$ cat src/rtl/seg_pkg.sv
// seg_pkg: shared constants and per-digit record for the seven-segment scan controller
package seg_pkg;
  localparam int DIGIT_CODE_W = 4;
  localparam int DEF_NUM_DIGITS = 8;
  localparam int DEF_SCAN_DIV = 50000;
  localparam int DEF_BLANK_CYC = 500;
  typedef struct packed {
    logic [DIGIT_CODE_W-1:0] code;
    logic                    en;
    logic                    dp;
  } digit_t;
endpackage

$ cat src/rtl/scan_tick_gen.sv
// scan_tick_gen: prescaler and digit index; outputs describe the position presented next cycle
module scan_tick_gen #(
  parameter int NUM_DIGITS = seg_pkg::DEF_NUM_DIGITS,
  parameter int SCAN_DIV = seg_pkg::DEF_SCAN_DIV,
  parameter int BLANK_CYC = seg_pkg::DEF_BLANK_CYC,
  localparam int CW = $clog2(SCAN_DIV),
  localparam int IW = NUM_DIGITS > 2 ? $clog2(NUM_DIGITS) : 1
) (
  input  logic          clk,
  input  logic          rst,
  output logic [IW-1:0] idx,
  output logic          in_blank,
  output logic          frame_wrap
);
  logic [CW-1:0] cnt_q, cnt_d;
  logic [IW-1:0] idx_q, idx_d;
  logic          slot_end;
  always_comb begin
    slot_end = cnt_q == CW'(SCAN_DIV - 1);
    frame_wrap = slot_end && idx_q == IW'(NUM_DIGITS - 1);
    cnt_d = slot_end ? '0 : cnt_q + 1'b1;
    idx_d = !slot_end ? idx_q : frame_wrap ? '0 : idx_q + 1'b1;
    idx = idx_d;
    in_blank = int'(cnt_d) < BLANK_CYC;
  end
  always_ff @(posedge clk) begin
    if (rst) begin
      cnt_q <= '0;
      idx_q <= '0;
    end else begin
      cnt_q <= cnt_d;
      idx_q <= idx_d;
    end
  end
endmodule

$ cat src/rtl/seg_scan_ctrl.sv
// seg_scan_ctrl: time-multiplexed digit scanner with blanking and frame-synchronous double buffering
module seg_scan_ctrl
  import seg_pkg::*;
#(
  parameter int NUM_DIGITS = DEF_NUM_DIGITS,
  parameter int SCAN_DIV = DEF_SCAN_DIV,
  parameter int BLANK_CYC = DEF_BLANK_CYC,
  localparam int IW = NUM_DIGITS > 2 ? $clog2(NUM_DIGITS) : 1
) (
  input  logic                               clk,
  input  logic                               rst,
  input  logic                               load,
  input  logic [DIGIT_CODE_W*NUM_DIGITS-1:0] data_in,
  input  logic [NUM_DIGITS-1:0]              en_in,
  input  logic [NUM_DIGITS-1:0]              dp_in,
  output logic [NUM_DIGITS-1:0]              dig_sel,
  output logic [DIGIT_CODE_W-1:0]            code_out,
  output logic                               dp_out,
  output logic                               frame_done,
  output logic                               pending
);
  digit_t [NUM_DIGITS-1:0]   act_q, act_d, pend_q, pend_d, ld;
  digit_t                    cur;
  logic                      pending_q, pending_d, dp_q, dp_d, fd_q, fd_d;
  logic [NUM_DIGITS-1:0]     dig_sel_q, dig_sel_d;
  logic [DIGIT_CODE_W-1:0]   code_q, code_d;
  logic [IW-1:0]             idx;
  logic                      in_blank, frame_wrap;
  scan_tick_gen #(.NUM_DIGITS(NUM_DIGITS), .SCAN_DIV(SCAN_DIV), .BLANK_CYC(BLANK_CYC)) u_tick (
    .clk(clk), .rst(rst), .idx(idx), .in_blank(in_blank), .frame_wrap(frame_wrap)
  );
  // outputs are registered from the next-cycle position and the next-cycle active buffer
  always_comb begin
    for (int i = 0; i < NUM_DIGITS; i++)
      ld[i] = '{code: data_in[DIGIT_CODE_W*i +: DIGIT_CODE_W], en: en_in[i], dp: dp_in[i]};
    pend_d = load ? ld : pend_q;
    pending_d = load || (pending_q && !frame_wrap);
    act_d = frame_wrap && pending_q ? pend_q : act_q;
    cur = act_d[idx];
    dig_sel_d = !in_blank && cur.en ? NUM_DIGITS'(1) << idx : '0;
    code_d = cur.code;
    dp_d = cur.dp && |dig_sel_d;
    fd_d = frame_wrap;
  end
  always_ff @(posedge clk) begin
    if (rst) begin
      act_q <= '0;
      pend_q <= '0;
      pending_q <= 1'b0;
      dig_sel_q <= '0;
      code_q <= '0;
      dp_q <= 1'b0;
      fd_q <= 1'b0;
    end else begin
      act_q <= act_d;
      pend_q <= pend_d;
      pending_q <= pending_d;
      dig_sel_q <= dig_sel_d;
      code_q <= code_d;
      dp_q <= dp_d;
      fd_q <= fd_d;
    end
  end
  assign dig_sel = dig_sel_q;
  assign code_out = code_q;
  assign dp_out = dp_q;
  assign frame_done = fd_q;
  assign pending = pending_q;
endmodule

$ cat config.mk
export PLATFORM = sky130hd
export DESIGN_NAME = seg_scan_ctrl
export DESIGN_NICKNAME = d
export VERILOG_FILES = /design/src/rtl/seg_pkg.sv /design/src/rtl/scan_tick_gen.sv /design/src/rtl/seg_scan_ctrl.sv
export SDC_FILE = /design/constraint.sdc
export NUM_CORES = 1
export LEC_CHECK = 0
export BUFFER_PORTS_ARGS = -buffer_cell sky130_fd_sc_hd__buf_4
export CORE_MARGIN = 2
export CORE_UTILIZATION = 38
export DETAILED_ROUTE_END_ITERATION = 10
export SYNTH_ARGS = -nofsm -noshare
export SYNTH_HDL_FRONTEND = slang
export SYNTH_SLANG_ARGS = --single-unit
$ cat constraint.sdc
create_clock -name clk -period 5.3 [get_ports clk]
set_input_delay 0.53 -clock clk [delete_from_list [all_inputs] [get_ports clk]]
set_output_delay 0.53 -clock clk [all_outputs]
set_load 0.01 [all_outputs]
== After elaboration in Yosys (flattened, before gate mapping) ==
Index checks and enable logic that the tools add are counted.

* Flip-flop bits (word level): 130
* Logic and storage cells: 78

* Add/subtract/negate cells: 2
* $lt $le $gt $ge: 2
* Equality and inequality tests: 2
* Shifts and indexed selects: 1
* Muxes and demuxes: 7
* Reduce and logical (&&, ||, !) cells: 9

{| class="wikitable"
|+ Operator list
! operator !! number
|-
| $mux 48 || 1
|-
| $bmux 6 s3 || 1
|-
| $add 16x1->16 const B || 1
|-
| $eq 16x16->1 const B || 1
|-
| $lt 16x9->1 const B || 1
|-
| $mux 16 || 1
|-
| $mux 8 || 1
|-
| $reduce_or 8->1 || 1
|-
| $shl 1x3->8 const A || 1
|-
| $mux 3 || 2
|-
| $mux 6 || 1
|-
| $logic_and 1x1->1 || 5
|-
| $lt 3x4->1 const B || 1
|-
| $add 3x1->3 const B || 1
|-
| $eq 3x3->1 const B || 1
|-
| $logic_not 1->1 || 2
|-
| $logic_or 1x1->1 || 1
|}

== Logic depth before layout (Yosys ltp) ==
Gate-level depths: netlist of run 1.

* Depth after elaboration: 10
* Mapped depth: 12
* Mapped depth without buffers: 9

== Cells and area by module ==
Synthesis of run 1 repeated with hierarchy kept, for this count alone.

* Cell total of the unflattened synthesis: 542
* Area total of the unflattened synthesis: 5201.2 sq um

{| class="wikitable"
|+ Modules (own cells, without submodules)
! module !! instances !! cells an instance !! area an instance (sq um) !! seq. area each (sq um)
|-
| seg_scan_ctrl || 1 || 415 || 4117.7 || 2222.1
|-
| scan_tick_gen || 1 || 127 || 1083.5 || 380.4
|}

== Least setup slack after synthesis of run 1 ==
Ideal clock, no wire load.

* Path type: register to register
* Start: register u_tick.cnt_q[0]
* End: register dp_q (netlist: dp_out)
* Setup time: 0.060 ns
* Data arrival time: 2.218 ns
* Data required time: 5.240 ns
* Path slack: 3.022 ns
* Stages on the path, launching flop included: 12
* Path through: dfxtp_1 > ha_1 > clkbuf_2 > nand3_1 > and4b_1 > buf_2 > and2_4 > buf_8 > mux2i_2 > o221ai_1 > nand4_1 > and3_1

* Word-level cells in the longest chain between the ends: 10

{| class="wikitable"
|+ RTL lines
! what !! line !! RTL
|-
| start, declared || scan_tick_gen.sv:15 || <nowiki>logic [CW-1:0] cnt_q, cnt_d;</nowiki>
|-
| start signal, assigned || scan_tick_gen.sv:31 || <nowiki>cnt_q <= cnt_d;</nowiki>
|-
| parallel branches: the longest is 9 deep, another holds $add 16x1->16 || n/a ||
|-
| $logic_and 1x1->1 (*) || seg_scan_ctrl.sv:42 || <nowiki>dp_d = cur.dp && |dig_sel_d;</nowiki>
|-
| end signal, assigned || seg_scan_ctrl.sv:60 || <nowiki>dp_q <= dp_d;</nowiki>
|-
| end, declared || seg_scan_ctrl.sv:24 || <nowiki>logic pending_q, pending_d, dp_q, dp_d, fd_q, fd_d;</nowiki>
|}

Mark *: on every way between the ends. The select of a mux whose other input is x is not followed.
A chain may end at the register's enable or synchronous reset.

== Worst setup path after layout of run 1 ==
* Start: register u_tick.cnt_q[0]
* End: register dig_sel_q[4] (netlist: dig_sel[4])

* Word-level cells in the longest chain between the ends: 8

{| class="wikitable"
|+ RTL lines
! what !! line !! RTL
|-
| parallel branches: the longest is 7 deep, another holds $add 16x1->16 || n/a ||
|-
| $mux 8 (*) || seg_scan_ctrl.sv:40 || <nowiki>dig_sel_d = !in_blank && cur.en ? NUM_DIGITS'(1) << idx : '0;</nowiki>
|-
| end signal, assigned || seg_scan_ctrl.sv:58 || <nowiki>dig_sel_q <= dig_sel_d;</nowiki>
|-
| end, declared || seg_scan_ctrl.sv:25 || <nowiki>logic [NUM_DIGITS-1:0] dig_sel_q, dig_sel_d;</nowiki>
|}

Marks and branches as above.

==> results by group, run 1 <==
Run status
  • Status: completed

Worst hold path
  • Hold endpoint: pend_q[39]$_SDFFE_PP0P_
  • Worst Min Path Start: data_in[25]
  • Hold Path Depth: 3
  • Class of the worst hold path: in -> reg

Placement
  • DP Wirelength: 9490 um
  • DP Cell Count: 945
  • Pre-CTS setup slack: 2.02 ns
  • IO buf count: 65
  • Placer congestion estimate: 0.814

Finish
  • Ant diodes: 0
  • Layout cells sized above 1: 0.170
  • Final net count: 802
  • Area delta synth->final: 20.1%
  • Post-route insts no fill: 977

Timing
  • Setup ws final: 2.03 ns
  • RSZ-0062 raised after global routing: false
  • Least-Margin Pin Slew: 1.12 ns
  • Slew Limit Fails: 0
  • Final min period: 3.27 ns
  • Max_slew headroom: 0.249
  • Achievable Freq: 306 MHz
  • Crit share post-route: 0.617
  • Setup Skew: 0.00781 ns
  • Final-report hold violation count: 0
  • Endpoints failing setup: 0
  • Total Negative Setup Slacks: 0 ns

Synthesis
  • Top cells by count, synth: 130 x dfxtp_1, 109 x nand2_1, 100 x nor2_1
  • Seq/Total Area, Yosys: 0.427
  • Mapped cell area: 6090 um^2
  • Post-synth top area share: 0.427
  • FF+latch count, synth: 130
  • Syn_nets: 767
  • Cells after synthesis: 713
  • Distinct cell type count after synthesis: 58
  • Post-synth EDFFs: 0
  • Largest cells by area after synthesis: dfxtp_1 43%, mux2i_1 15%, nand2_1 6.7%, nor2_1 6.2%, a21oi_1 5.8%
  • Main synth FF type: dfxtp_1
  • Post-synth top area cell: dfxtp_1
  • FFs w/ async S/R, synth: 0
  • Mean Syn Cell Area: 8.54 um^2
  • Synth Warn #: 0
  • Top-count cell post-synth: dfxtp_1

CTS
  • Worst-Skew Late Latency: 0.42 ns
  • CTS max path bufs: 2
  • Clock Sinks: 130
  • Max H-tree Level: 4
  • Worst-path clk slew: 0.06 ns
  • CTS Hold Bufs: 0
  • Cts repair resizes: 0
  • CTS tree: yes
  • CTS root buffer: clkbuf_16
  • CTS buffer count: 17
  • # Post-CTS Setup Buffers: 0

Global routing
  • Vias in the first global route: 4857
  • Antenna violations before repair: 0
  • Largest net degree at the start of global routing: 70
  • Gr ovfl total: 0
  • Total track usage: 0.176
  • Global-route wire length before repair: 23500 um

Worst setup path
  • CP max FO: 48
  • Critical R2R Launch: u_tick.cnt_q[0]$_SDFF_PP0_
  • Worst EP required: 5.60 ns
  • Reg2reg path depth: 8
  • CP Data Arrival Time: 3.57 ns
  • Crit path launch type: flip-flop
  • Critical R2R Capture: dig_sel[4]$_SDFF_PP0_
  • Critical path endpoint category: flip-flop
  • Slack of the worst reg-to-reg path: 2.03 ns
  • Crit path kind: reg -> reg

Drt
  • Initial DRC Count: 296
  • Vias per cell: 5.13
  • Total wire length: 14400 um
  • DRC: 0
  • DR pass1 iterations: 5
  • Via Count: 5016
  • ANT nets after route: 0
  • WL/cell: 14.8 um

Die
  • Die height: 131 um
  • Die area: 17100 um^2
  • Core box area: 15800 um^2
  • Rows: 46
  • Ports: 66
  • DIE WIDTH: 131 um
  • Initial Utilization: 0.386

Power and ir drop
  • Leak Pwr: 2.82 nW
  • Peak supply drop: 0.262 mV
  • Tot Pwr: 2.45 mW
  • Pwr/cell area: 334 nW/um^2

Job
  • Max cap viols: 0
[where the power goes]
group	switching (mW)	internal [mW]	leakage [nW]
logic	0.0529	0.0559	1.44
registers	0.0182	1.00	1.06
clock network	0.444	0.873	0.323
total	0.515	1.93	2.82
[cells by family (layout without fill, tap and decap cells)]
kind of cell	count (synthesis)	after routing	share of synthesized area
adder cells (fa/ha/maj)	3	3	0.00616
AO/OA/AOI/OAI	141	141	0.146
multiplexers	99	99	0.164
flip-flops	130	130	0.427
buffers and inverters	61	109	0.0452
AND/OR/NAND/NOR	266	266	0.192
XOR/XNOR	13	13	0.0187
[worst max-delay path, cell delays in order (launching register included)]
cell and delay [ns]:
dfxtp_1 0.36, ha_1 0.30, nand3_1 0.17, and4b_1 0.47, nand2_2 0.47, nor2_4 1.04, nor2_1 0.07, a21oi_1 0.20
nor3_1 0.06
[layer usage]
metal / GRT usage / vias to the layer above / wire [um]
li1: - / 2545 / -
met1: 0.221 / 2345 / 6730
met4: 0.0569 / 0 / 176
met3: 0.0501 / 21 / 662
met5: 0 / - / 0
met2: 0.293 / 105 / 6880
[worst max path at each step]
stage	to	slack (ns)	from	depth (start not counted)
after floorplan	dp_out$_SDFF_PP0_	3.02	u_tick.cnt_q[0]$_SDFF_PP0_	11
after detailed placement	act_q[25]$_SDFF_PP0_	2.02	u_tick.cnt_q[0]$_SDFF_PP0_	8
after global placement	act_q[25]$_SDFF_PP0_	2.11	u_tick.cnt_q[0]$_SDFF_PP0_	8
after global routing	dig_sel[4]$_SDFF_PP0_	1.71	u_tick.cnt_q[0]$_SDFF_PP0_	8
after CTS	dig_sel[4]$_SDFF_PP0_	2.02	u_tick.cnt_q[0]$_SDFF_PP0_	7
final	dig_sel[4]$_SDFF_PP0_	2.03	u_tick.cnt_q[0]$_SDFF_PP0_	8
[cells in the final DEF, fill, tap and decap left out, types with 8 or more instances in the layout]
cell	instances
a21oi_1	70
dfxtp_1	130
buf_4	70
clkbuf_16	17
mux2i_1	93
nor2b_1	8
nor2_1	99
o21ai_0	16
o221a_2	8
nand2_1	109
a211oi_1	13
nand3_1	8
[final cells by class]
cell class              instances  area [um^2]
well taps                     216          270
flip-flops and latches        130         2600
fillers                      1551         8460
inverters                       7         26.3
multi-input cells             522         3220
clock buffers                  20          467
clock inverters                12          201
repair buffers                 70          526
[registers in the layout, summed over array words and instances (netlist names)]
name          count
dig_sel           8
u_tick.idx_q      3
u_tick.cnt_q     16
pending           1
code_out          4
dp_out            1
act_q            48
frame_done        1
pend_q           48
[through the flow]
step,instance area [um^2],hold slack [ns],util
after floorplan,6090,0.420,-
after global placement,6640,0.438,0.421
after detailed placement,6640,0.450,0.421
after CTS,7310,0.331,0.464
after global routing,7310,0.335,0.464
final,7310,0.343,0.464
Note: power is estimated with default switching activity, not from simulation.
==> run 2, diff against run 1 <==
==> constraint.sdc (replaced) <==
create_clock -name clk -period 2.8 [get_ports clk]
set_input_delay 0.28 -clock clk [delete_from_list [all_inputs] [get_ports clk]]
set_output_delay 0.28 -clock clk [all_outputs]
set_load 0.01 [all_outputs]
==> run 2 against run 1 <==
  * Total power grew 92%
  * Critical path depth increased by 1
  * Clock skew up 0.0018 ns
  * Critical path type unchanged
  * Critical endpoint is now dp_out$_SDFF_PP0_
==> results by group, run 2 (synthesis results as in run 1) <==
Power and ir drop
  • Seq pwr share: 0.411 (was 0.417)
  • Peak supply drop: 0.403 mV (was 0.262 mV)
  • Clk network pwr share: 0.546 (was 0.538)
  • P_int: 3.71 mW (was 1.93 mW)
  • Leak Pwr: 2.91 nW (was 2.82 nW)
  • Psw: 0.994 mW (was 0.515 mW)
  • Net Sw Frac: 0.211 (was 0.210)
  • Tot Pwr: 4.71 mW (was 2.45 mW)
  • Logic gate share of total power: 0.044 (was 0.045)
  • Pwr/cell area: 630 nW/um^2 (was 334 nW/um^2)

Timing
  • Least-Margin Pin Slew: 0.843 ns (was 1.12 ns)
  • Crit share post-route: 0.902 (was 0.617)
  • Slew Limit Fails: 0 (unchanged)
  • Final min period: 2.53 ns (was 3.27 ns)
  • Final-report hold violation count: 0 (unchanged)
  • Setup Skew: 0.00960 ns (was 0.00781 ns)
  • Max_slew headroom: 0.438 (was 0.249)
  • Total Negative Setup Slacks: 0 ns (unchanged)
  • RSZ-0062 raised after global routing: false (unchanged)
  • Endpoints failing setup: 0 (unchanged)
  • Achievable Freq: 396 MHz (was 306 MHz)

Placement
  • Placer congestion estimate: 0.858 (was 0.814)
  • IO buf count: 65 (unchanged)
  • DP Wirelength: 10200 um (was 9490 um)
  • DP Cell Count: 962 (was 945)

Job
  • Max cap viols: 0 (unchanged)

Drt
  • ANT nets after route: 0 (unchanged)
  • Initial DRC Count: 309 (was 296)
  • DR pass1 iterations: 5 (unchanged)
  • DRC: 0 (unchanged)
  • Via Count: 5181 (was 5016)
  • Vias per cell: 5.21 (was 5.13)
  • Total wire length: 14900 um (was 14400 um)
  • WL/cell: 15.0 um (was 14.8 um)

CTS
  • # Post-CTS Setup Buffers: 0 (unchanged)
  • CTS max path bufs: 2 (unchanged)
  • Worst-path clk slew: 0.06 ns (about the same)
  • Worst-Skew Late Latency: 0.42 ns (about the same)
  • CTS root buffer: clkbuf_16 (unchanged)
  • CTS tree: yes (unchanged)
  • CTS buffer count: 17 (unchanged)
  • Cts repair resizes: 0 (unchanged)
  • CTS Hold Bufs: 0 (unchanged)
  • Clock Sinks: 130 (unchanged)
  • Max H-tree Level: 4 (unchanged)

Finish
  • Core Util, Final: 0.474 (was 0.464)
  • Layout cells sized above 1: 0.188 (was 0.170)
  • Registers with the most flip-flops: act_q: 48 flops, pend_q: 48 flops, u_tick.cnt_q: 16 flops (unchanged)
  • Area delta synth->final: 22.7% (was 20.1%)
  • Ant diodes: 0 (unchanged)
  • Final net count: 819 (was 802)
  • Post-route insts no fill: 994 (was 977)
  • Commonest non-fill, non-tap cells in the layout: 130 x dfxtp_1, 109 x nand2_1, 99 x nor2_1, 93 x mux2i_1, 86 x buf_4 (was 130 x dfxtp_1, 109 x nand2_1, 99 x nor2_1, 93 x mux2i_1)
  • Commonest non-fill, non-tap cell in the layout: dfxtp_1 (unchanged)

Worst setup path
  • Crit path launch type: flip-flop (unchanged)
  • Reg2reg path depth: 9 (was 8)
  • Critical path endpoint category: flip-flop (unchanged)
  • Crit path kind: reg -> reg (unchanged)
  • CP max FO: 16 (was 48)
  • Worst EP required: 3.16 ns (was 5.60 ns)
  • CP Data Arrival Time: 2.89 ns (was 3.57 ns)
  • Slack of the worst reg-to-reg path: 0.27 ns (was 2.03 ns)

Die
  • Die height: 131 um (unchanged)
  • Die area: 17100 um^2 (unchanged)
  • Core box area: 15800 um^2 (unchanged)
  • Rows: 46 (unchanged)
  • DIE WIDTH: 131 um (unchanged)
  • Ports: 66 (unchanged)
  • Initial Utilization: 0.386 (unchanged)

Run status
  • Status: completed (unchanged)

Global routing
  • Gr ovfl total: 0 (unchanged)
  • Total track usage: 0.182 (was 0.176)
  • Antenna violations before repair: 0 (unchanged)
  • Global-route wire length before repair: 24500 um (was 23500 um)
  • Vias in the first global route: 5003 (was 4857)
  • Largest net degree at the start of global routing: 74 (was 70)

Worst hold path
  • Class of the worst hold path: in -> reg (unchanged)
  • Hold Path Depth: 3 (unchanged)
-- run 2: stage by stage --
stage	setup slack, ns	cell area [um^2]	hold slack [ns]
global placement	0.341	6780	0.439
finish	0.275	7470	0.0890
global route	0.0259	7470	0.0802
floorplan	0.522	6090	0.420
detailed placement	0.312	6780	0.446
CTS	0.307	7470	0.0684
-- run 2: power groups by stage --
stage	combinational, mW	sequential (mW)	clock, mW
after floorplan	0.132	1.96	0
after global placement	0.202	1.97	0
after detailed placement	0.207	1.97	0
after CTS	0.208	1.93	2.62
after global routing	0.226	1.94	2.69
final	0.205	1.93	2.57
-- run 2: critical path, stage by stage, from the launching register on --
cell	delay, ns
dfxtp_1	0.36
ha_1	0.30
nand3_1	0.18
and4b_1	0.38
nand2_2	0.21
buf_4	0.27
nand2_1	0.07
o21ai_0	0.18
mux2i_1	0.33
and3_1	0.19
-- run 2: path summary, 6_finish.rpt --
check                        startpoint                          to
min reg2reg  u_tick.cnt_q[0]$_SDFF_PP0_  u_tick.cnt_q[0]$_SDFF_PP0_
min                            en_in[4]     pend_q[25]$_SDFFE_PP0P_
max          u_tick.cnt_q[0]$_SDFF_PP0_           dp_out$_SDFF_PP0_
max reg2reg  u_tick.cnt_q[0]$_SDFF_PP0_           dp_out$_SDFF_PP0_
-- run 2: cell type report --
cell class,count,area (um^2)
Clock inverter,14,250
Inverter,7,26.3
Fill cell,1552,8300
Sequential cell,130,2600
Timing Repair Buffer,87,666
Tap cell,216,270
Multi-Input combinational cell,522,3220
Clock buffer,18,439
-- run 2: routing by layer --
layer	GRT usage	wire, um	up-vias
met1	0.231	6740	2456
met5	0	0	-
met4	0.0601	190	0
met2	0.303	7290	120
li1	-	-	2590
met3	0.0480	661	15
